<file path="src/rtl/cache_refill_responder_pkg.sv">
// Shared widths, line geometry and responder FSM state encoding for the cache refill path.
package cache_refill_responder_pkg;

  localparam int CACHE_ADDR_WIDTH  = 8;
  localparam int CACHE_DATA_WIDTH  = 32;
  localparam int SET_BITS          = 4;
  localparam int BLOCK_OFFSET_BITS = 2;
  localparam int BYTE_OFFSET_BITS  = 2;
  localparam int LINE_WORDS        = 1 << BLOCK_OFFSET_BITS;
  localparam int MEM_LATENCY_DEF   = 2;

  typedef enum logic [2:0] {
    IDLE,
    WAIT,
    READ_BURST,
    WRITE_BURST,
    WRITE_ACK
  } resp_state_e;

endpackage

</file>
<file path="src/rtl/cache_refill_responder_if.sv">
// Request, write-back and refill channels between the cache miss path and the responder.
interface cache_refill_responder_if #(
  parameter int ADDR_WIDTH = 8,
  parameter int DATA_WIDTH = 32
);
  logic                  req_valid;
  logic                  req_ready;
  logic                  req_write;
  logic [ADDR_WIDTH-1:0] req_addr;
  logic                  wdata_valid;
  logic                  wdata_ready;
  logic [DATA_WIDTH-1:0] wdata;
  logic                  rdata_valid;
  logic                  rdata_ready;
  logic [DATA_WIDTH-1:0] rdata;
  logic                  rdata_last;
  logic                  wr_done;

  modport master (
    output req_valid, req_write, req_addr, wdata_valid, wdata, rdata_ready,
    input  req_ready, wdata_ready, rdata_valid, rdata, rdata_last, wr_done
  );

  modport slave (
    input  req_valid, req_write, req_addr, wdata_valid, wdata, rdata_ready,
    output req_ready, wdata_ready, rdata_valid, rdata, rdata_last, wr_done
  );
endinterface

</file>
<file path="src/rtl/cache_refill_responder_refill_word_ram.sv">
// Word-addressed backing store: one synchronous write port, one asynchronous read port, no reset.
module refill_word_ram #(
  parameter int AW = 6,
  parameter int DW = 32
) (
  input  logic          clk_i,
  input  logic          we_i,
  input  logic [AW-1:0] waddr_i,
  input  logic [DW-1:0] wdata_i,
  input  logic [AW-1:0] raddr_i,
  output logic [DW-1:0] rdata_o
);

  logic [DW-1:0] mem [2**AW];

  always_ff @(posedge clk_i) begin
    if (we_i) mem[waddr_i] <= wdata_i;
  end

  assign rdata_o = mem[raddr_i];

endmodule

</file>
<file path="src/rtl/cache_refill_responder.sv">
// Memory-side responder serving line refills and accepting write-backs as fixed-length bursts.
// Optional REFILL_CRITICAL_WORD_FIRST_EN: refills start at the requested word and wrap.
//   state       | meaning
//   IDLE        | ready for a new line request
//   WAIT        | memory latency countdown before the first refill beat
//   READ_BURST  | presenting refill beats
//   WRITE_BURST | collecting write-back beats
//   WRITE_ACK   | one-cycle write-back completion pulse
module cache_refill_responder
  import cache_refill_responder_pkg::*;
#(
  parameter int ADDR_WIDTH  = CACHE_ADDR_WIDTH,
  parameter int DATA_WIDTH  = CACHE_DATA_WIDTH,
  parameter int LINE_WORDS  = cache_refill_responder_pkg::LINE_WORDS,
  parameter int MEM_LATENCY = MEM_LATENCY_DEF
) (
  input  logic                     clk_i,
  input  logic                     rst_ni,
  cache_refill_responder_if.slave  bus
);

  localparam int BO      = $clog2(LINE_WORDS);
  localparam int WORD_AW = ADDR_WIDTH - BYTE_OFFSET_BITS;
  localparam int LINE_AW = WORD_AW - BO;
  localparam int LAT_W   = (MEM_LATENCY > 1) ? $clog2(MEM_LATENCY) : 1;

  resp_state_e           state;
  logic [BO-1:0]         beat_cnt;
  logic [BO-1:0]         start_q;
  logic [LINE_AW-1:0]    line_q;
  logic [LAT_W-1:0]      lat_cnt;
  logic                  req_ready_q;
  logic                  wdata_ready_q;
  logic                  rvalid_q;
  logic                  rlast_q;
  logic [DATA_WIDTH-1:0] rdata_q;
  logic                  wr_done_q;

  logic [BO-1:0]         req_word;
  logic [LINE_AW-1:0]    rd_line;
  logic [BO-1:0]         rd_off;
  logic [DATA_WIDTH-1:0] rd_word;
  logic                  wr_en;
  logic                  rd_hs;
  logic [BYTE_OFFSET_BITS-1:0] unused_byte_off;

`ifdef REFILL_CRITICAL_WORD_FIRST_EN
  assign req_word = bus.req_addr[BYTE_OFFSET_BITS +: BO];
`else
  logic [BO-1:0] unused_req_word;
  assign unused_req_word = bus.req_addr[BYTE_OFFSET_BITS +: BO];
  assign req_word        = '0;
`endif
  assign unused_byte_off = bus.req_addr[BYTE_OFFSET_BITS-1:0];

  // In IDLE the read port already points at the requested line so a zero-latency
  // build can load the first beat on the accepting edge.
  always_comb begin
    rd_line = line_q;
    rd_off  = start_q;
    if (state == IDLE) begin
      rd_line = bus.req_addr[ADDR_WIDTH-1 -: LINE_AW];
      rd_off  = req_word;
    end else if (state == READ_BURST) begin
      rd_off = start_q + beat_cnt + BO'(1);
    end
  end

  assign wr_en = wdata_ready_q && bus.wdata_valid;
  assign rd_hs = rvalid_q && bus.rdata_ready;

  refill_word_ram #(.AW(WORD_AW), .DW(DATA_WIDTH)) u_ram (
    .clk_i   (clk_i),
    .we_i    (wr_en),
    .waddr_i ({line_q, beat_cnt}),
    .wdata_i (bus.wdata),
    .raddr_i ({rd_line, rd_off}),
    .rdata_o (rd_word)
  );

  always_ff @(posedge clk_i or negedge rst_ni) begin
    if (!rst_ni) begin
      state         <= IDLE;
      beat_cnt      <= '0;
      start_q       <= '0;
      line_q        <= '0;
      lat_cnt       <= '0;
      req_ready_q   <= 1'b1;
      wdata_ready_q <= 1'b0;
      rvalid_q      <= 1'b0;
      rlast_q       <= 1'b0;
      rdata_q       <= '0;
      wr_done_q     <= 1'b0;
    end else begin
      wr_done_q <= 1'b0;
      case (state)
        IDLE: begin
          if (bus.req_valid) begin
            req_ready_q <= 1'b0;
            line_q      <= bus.req_addr[ADDR_WIDTH-1 -: LINE_AW];
            start_q     <= req_word;
            beat_cnt    <= '0;
            if (bus.req_write) begin
              state         <= WRITE_BURST;
              wdata_ready_q <= 1'b1;
            end else if (MEM_LATENCY == 0) begin
              state    <= READ_BURST;
              rvalid_q <= 1'b1;
              rdata_q  <= rd_word;
              rlast_q  <= 1'b0;
            end else begin
              state   <= WAIT;
              lat_cnt <= LAT_W'(MEM_LATENCY - 1);
            end
          end
        end
        WAIT: begin
          if (lat_cnt == '0) begin
            state    <= READ_BURST;
            rvalid_q <= 1'b1;
            rdata_q  <= rd_word;
            rlast_q  <= 1'b0;
          end else begin
            lat_cnt <= lat_cnt - 1'b1;
          end
        end
        READ_BURST: begin
          if (rd_hs) begin
            if (rlast_q) begin
              state       <= IDLE;
              rvalid_q    <= 1'b0;
              rlast_q     <= 1'b0;
              req_ready_q <= 1'b1;
            end else begin
              beat_cnt <= beat_cnt + 1'b1;
              rdata_q  <= rd_word;
              rlast_q  <= (beat_cnt == BO'(LINE_WORDS - 2));
            end
          end
        end
        WRITE_BURST: begin
          if (wr_en) begin
            beat_cnt <= beat_cnt + 1'b1;
            if (beat_cnt == BO'(LINE_WORDS - 1)) begin
              state         <= WRITE_ACK;
              wdata_ready_q <= 1'b0;
              wr_done_q     <= 1'b1;
            end
          end
        end
        WRITE_ACK: begin
          state       <= IDLE;
          req_ready_q <= 1'b1;
        end
        default: state <= IDLE;
      endcase
    end
  end

  assign bus.req_ready   = req_ready_q;
  assign bus.wdata_ready = wdata_ready_q;
  assign bus.rdata_valid = rvalid_q;
  assign bus.rdata_last  = rlast_q;
  assign bus.rdata       = rdata_q;
  assign bus.wr_done     = wr_done_q;

endmodule
</file>
<file path="src/flat_wrapper.sv">
// flat-port wrapper written by rule: the top's interface ports become plain ports
module cache_refill_responder_flat import cache_refill_responder_pkg::*;
#(
  parameter int ADDR_WIDTH  = CACHE_ADDR_WIDTH,
  parameter int DATA_WIDTH  = CACHE_DATA_WIDTH,
  parameter int LINE_WORDS  = cache_refill_responder_pkg::LINE_WORDS,
  parameter int MEM_LATENCY = MEM_LATENCY_DEF
)
  (clk_i, rst_ni, bus_req_valid, bus_req_write, bus_req_addr, bus_wdata_valid, bus_wdata, bus_rdata_ready, bus_req_ready, bus_wdata_ready, bus_rdata_valid, bus_rdata, bus_rdata_last, bus_wr_done);
  cache_refill_responder_if #(.ADDR_WIDTH(ADDR_WIDTH), .DATA_WIDTH(DATA_WIDTH)) bus_i ();
  input  logic clk_i;
  input  logic rst_ni;
  input wire logic [$bits(bus_i.req_valid)-1:0] bus_req_valid;
  input wire logic [$bits(bus_i.req_write)-1:0] bus_req_write;
  input wire logic [$bits(bus_i.req_addr)-1:0] bus_req_addr;
  input wire logic [$bits(bus_i.wdata_valid)-1:0] bus_wdata_valid;
  input wire logic [$bits(bus_i.wdata)-1:0] bus_wdata;
  input wire logic [$bits(bus_i.rdata_ready)-1:0] bus_rdata_ready;
  output wire logic [$bits(bus_i.req_ready)-1:0] bus_req_ready;
  output wire logic [$bits(bus_i.wdata_ready)-1:0] bus_wdata_ready;
  output wire logic [$bits(bus_i.rdata_valid)-1:0] bus_rdata_valid;
  output wire logic [$bits(bus_i.rdata)-1:0] bus_rdata;
  output wire logic [$bits(bus_i.rdata_last)-1:0] bus_rdata_last;
  output wire logic [$bits(bus_i.wr_done)-1:0] bus_wr_done;
  assign bus_i.req_valid = bus_req_valid;
  assign bus_i.req_write = bus_req_write;
  assign bus_i.req_addr = bus_req_addr;
  assign bus_i.wdata_valid = bus_wdata_valid;
  assign bus_i.wdata = bus_wdata;
  assign bus_i.rdata_ready = bus_rdata_ready;
  assign bus_req_ready = bus_i.req_ready;
  assign bus_wdata_ready = bus_i.wdata_ready;
  assign bus_rdata_valid = bus_i.rdata_valid;
  assign bus_rdata = bus_i.rdata;
  assign bus_rdata_last = bus_i.rdata_last;
  assign bus_wr_done = bus_i.wr_done;
  cache_refill_responder #(.ADDR_WIDTH(ADDR_WIDTH), .DATA_WIDTH(DATA_WIDTH), .LINE_WORDS(LINE_WORDS), .MEM_LATENCY(MEM_LATENCY)) u_core (.clk_i(clk_i), .rst_ni(rst_ni), .bus(bus_i));
endmodule
</file>
<file path="config.mk">
export PLATFORM = sky130hd
export DESIGN_NAME = cache_refill_responder_flat
export DESIGN_NICKNAME = d
export VERILOG_FILES = /design/src/rtl/cache_refill_responder_pkg.sv /design/src/rtl/cache_refill_responder_if.sv /design/src/rtl/cache_refill_responder_refill_word_ram.sv /design/src/rtl/cache_refill_responder.sv /design/src/flat_wrapper.sv
export SDC_FILE = /design/constraint.sdc
export NUM_CORES = 2
export LEC_CHECK = 0
export ABC_AREA = 0
export CORE_ASPECT_RATIO = 2
export CORE_UTILIZATION = 53
export CTS_CLUSTER_DIAMETER = 100
export CTS_CLUSTER_SIZE = 14
export DETAILED_ROUTE_END_ITERATION = 12
export PLACE_DENSITY = 0.73
export SYNTH_ARGS = -nofsm -noshare
export SYNTH_HDL_FRONTEND = slang
export SYNTH_SLANG_ARGS = --single-unit
</file>
<file path="constraint.sdc">
create_clock -name clk_i -period 3.65 [get_ports clk_i]
set_clock_uncertainty 0.05 [all_clocks]
set_input_delay 1.095 -clock clk_i [delete_from_list [all_inputs] [get_ports clk_i]]
set_output_delay 1.095 -clock clk_i [all_outputs]
set_load 0.01 [all_outputs]
</file>
==> reports/results.ini <==
[timing]
relSlewSlack = 0.1895
post-route-period-util = 0.9758
hold_viol = 0
min_period_ns = 3.562
drv_slew = 0
rsz0062_at_grt = no
setup_viol = 0
tns_ns = 0
worst_pin_slew_ns = 1.216
max_freq_ghz = 0.2808

[logic_synthesis]
ys_types = 79
yosys_warnings = 0
netlist_area_um2 = 81110
syn_nets = 5211
ys_ff_latch = 2095
seq_area_frac_synth = 0.7727
synthCells = 5163
synthFlopType = edfxtp_1
syn_area_per_cell_um2 = 15.71
async_flop_share = 0.02243
synth_edf_count = 2048

[job]
maxCapViolCount = 0

[place]
gp_congestion = 0.9125
dpl.hpwl_mm = 150.8
portBuffers = 78

[final_layout]
areaGrowthSynthToFinish_pct = 14.87
nets = 5589
fin_util = 0.6144
drive_gt1_frac = 0.1590

[clocking]
clkTransAtPathRegs_ns = 0.06
cts.path.max_buffers = 4
cts_tree = done
insertion_delay_ns = 0.84
ctsResizeCount = 0
numClockSinks = 2095
htree_num_levels = 4
cts_hold_buffers = 0
cts_buffers = 175
postCtsSetupBuffers = 0
cts-root-buf = clkbuf_16

[critical_path]
arrival_ns = 4.20
rr_worst_depth = 10
r2r_end = u_core.bus.rdata[1]
startpoint_type = flop
r2r-start = u_core.state[0]
critPathKind = flop to flop
crit_required_ns = 4.29
critPathCaptureType = flop
regToRegSetupSlack_ns = 0.09
cp_max_fo = 16

[pwr]
p_leak_nw = 30.10
irDropWorstVdd_uv = 547.8
power.density_nw_per_um2 = 813.8

[detailed_routing]
wirelength_mm = 242.0
vias = 51800
final_antenna_net_count = 0
drtIter0Drc = 6623
drc = 0
drtPass1Iterations = 6
wl_per_cell_um = 31.95
routed_via_density = 6.839

[global_routing]
grt_pass1_vias = 51560
grt_max_degree = 141
antenna_found_initial = 9
grt_pass1_wl_mm = 344.8
grt_usage = 0.3099
grt_overflow = 0

[hold_path]
hold_class = input pin to asynchronous set/reset pin

[floorplanning]
start_util = 0.5349
core_area_um2 = 151600
fp-row-count = 202
fp.dieH_um = 555.2
io_pins = 83
die_area_um2 = 154700
fp.dieW_um = 278.6

[run_status]
outcome = complete, no violations

## worst max path at each step
stage | cells after the start | endpoint | slack, ns | startpoint
after detailed placement | 10 | u_core.bus.rdata[1] | -0.53 | bus_req_addr[6]
after CTS | 10 | u_core.bus.rdata[1] | 0.14 | u_core.state[0]
after global routing | 10 | u_core.bus.rdata[1] | 0.03 | u_core.state[0]
after floorplan | 13 | u_core.bus.rdata[12] | 0.001 | u_core.beat_cnt[0]
after global placement | 11 | u_core.bus.rdata[29] | -0.49 | bus_req_addr[4]
final | 10 | u_core.bus.rdata[1] | 0.09 | u_core.state[0]
## cells in the final DEF (no fill, tap or decap), types with 78 or more instances in the layout
cell	synthesis	final
o221ai_1	380	380
edfxtp_1	2048	2048
buf_4	34	379
mux2i_1	106	105
buf_12	0	131
nand2_1	721	719
o21ai_0	113	113
o22ai_1	139	139
a21oi_1	131	131
and3_1	78	78
clkbuf_16	0	179
nand3_1	274	274
clkbuf_1	140	89
## critical path, stage by stage, from the launching register on
cell and delay, ns:
dfrtp_1 0.59, buf_4 0.30, or4b_1 0.64, and2_2 0.42, nor2_1 0.27, buf_4 0.19, a221oi_1 0.08, a311oi_1 0.48
buf_4 0.21, a311o_1 0.12, o211ai_1 0.09
## per-layer routing
metal / part of all wire / global-route usage / vias to the layer above
met5: 0.000037 / 0 / -
met4: 0.084 / 0.2249 / 2
met3: 0.089 / 0.04385 / 966
met2: 0.51 / 0.5401 / 3573
met1: 0.32 / 0.3466 / 25790
li1: - / - / 21470
## registers in the layout, summed over array words and instances, names as in the netlist
| name | flops |
|---|---|
| u_core.state | 3 |
| u_core.bus.rdata_valid | 1 |
| u_core.bus.rdata | 32 |
| u_core.lat_cnt | 1 |
| u_core.line_q | 4 |
| u_core.u_ram.mem | 2048 |
| u_core.bus.req_ready | 1 |
| u_core.bus.wr_done | 1 |
| u_core.bus.rdata_last | 1 |
| u_core.beat_cnt | 2 |
| u_core.bus.wdata_ready | 1 |
## final cells by class
type / count / area (µm²)
clock inverters: 2 / 16.27
well taps: 1938 / 2425
diodes: 2 / 5.005
inverters: 4 / 22.52
multi-input cells: 2678 / 17140
clock buffers: 268 / 4813
flip-flops and latches: 2095 / 62680
fillers: 10650 / 58470
repair buffers: 587 / 6078
## synth_stat cells, types with 4 or more instances
master     count  share of area
a2111o_1       4        0.00056
edfxtp_1    2048           0.76
inv_1          4        0.00019
a22o_1         9        0.00097
a211o_1        8        0.00086
a32oi_1       41         0.0044
a21oi_1      131         0.0081
nand2_1      721          0.033
a22oi_1       16         0.0015
a221o_1       39         0.0048
o21ai_0      113         0.0070
buf_6          6        0.00083
a311oi_1       8        0.00086
or3_1         10        0.00077
o21ai_1       46         0.0028
o22ai_1      139          0.011
a221oi_1      20         0.0022
nand4_1       26         0.0020
mux2_1         4        0.00056
mux2_2        65         0.0090
o32ai_1        5        0.00054
o211ai_1      35         0.0032
nand3_1      274          0.017
clkbuf_1     140         0.0065
o221ai_1     380          0.041
nor2_1       129         0.0060
buf_1         17        0.00079
a31oi_1       67         0.0052
buf_4         34         0.0031
and3_1        78         0.0060
a211oi_1      24         0.0022
a32o_1        18         0.0022
nand2b_1      10        0.00077
or4b_1         4        0.00049
o41ai_1        4        0.00043
dfrtp_1       46          0.014
o2111ai_1     41         0.0044
nor2b_1        4        0.00031
nor3b_1        4        0.00037
o21a_1         5        0.00046
o311ai_1       5        0.00054
mux2i_1      106          0.013
buf_2        188          0.012
nor3_1        23         0.0014
a311o_1        9         0.0011
## stage by stage
stage                     instances  cell area, µm²  hold WS [ns]  total power [mW]  setup slack, ns
final                          7574           93170        0.4123             75.83          0.08830
after CTS                      7572           93170        0.3936             75.41           0.1373
after floorplan                5163           81110        0.4473             44.64         0.001086
after global routing           7574           93170        0.4307             78.14          0.02875
after global placement         7302           88340        0.4303             58.04          -0.4884
after detailed placement       7302           88340        0.4593             58.63          -0.5310
## power breakdown
| group | internal [mW] | leakage (nW) | switching [mW] |
|---|---|---|---|
| Sequential | 27.4 | 19.0 | 0.550 |
| Clock | 9.00 | 2.32 | 8.06 |
| Combinational | 11.4 | 8.78 | 19.4 |
| Total | 47.8 | 30.1 | 28.0 |
## cell families (layout without fill, tap and decap cells)
| group | after synthesis | in the layout | share of synthesized area |
|---|---|---|---|
| AO/OA/AOI/OAI | 1190 | 1190 | 0.1089 |
| buffers and inverters | 390 | 861 | 0.02312 |
| other | 0 | 2 | 0 |
| AND/OR/NAND/NOR | 1309 | 1309 | 0.07173 |
| adder cells (fa/ha/maj) | 2 | 2 | 0.0003085 |
| multiplexers | 177 | 177 | 0.02322 |
| flip-flops | 2095 | 2095 | 0.7727 |
Note: power is estimated with default switching activity, not from simulation.
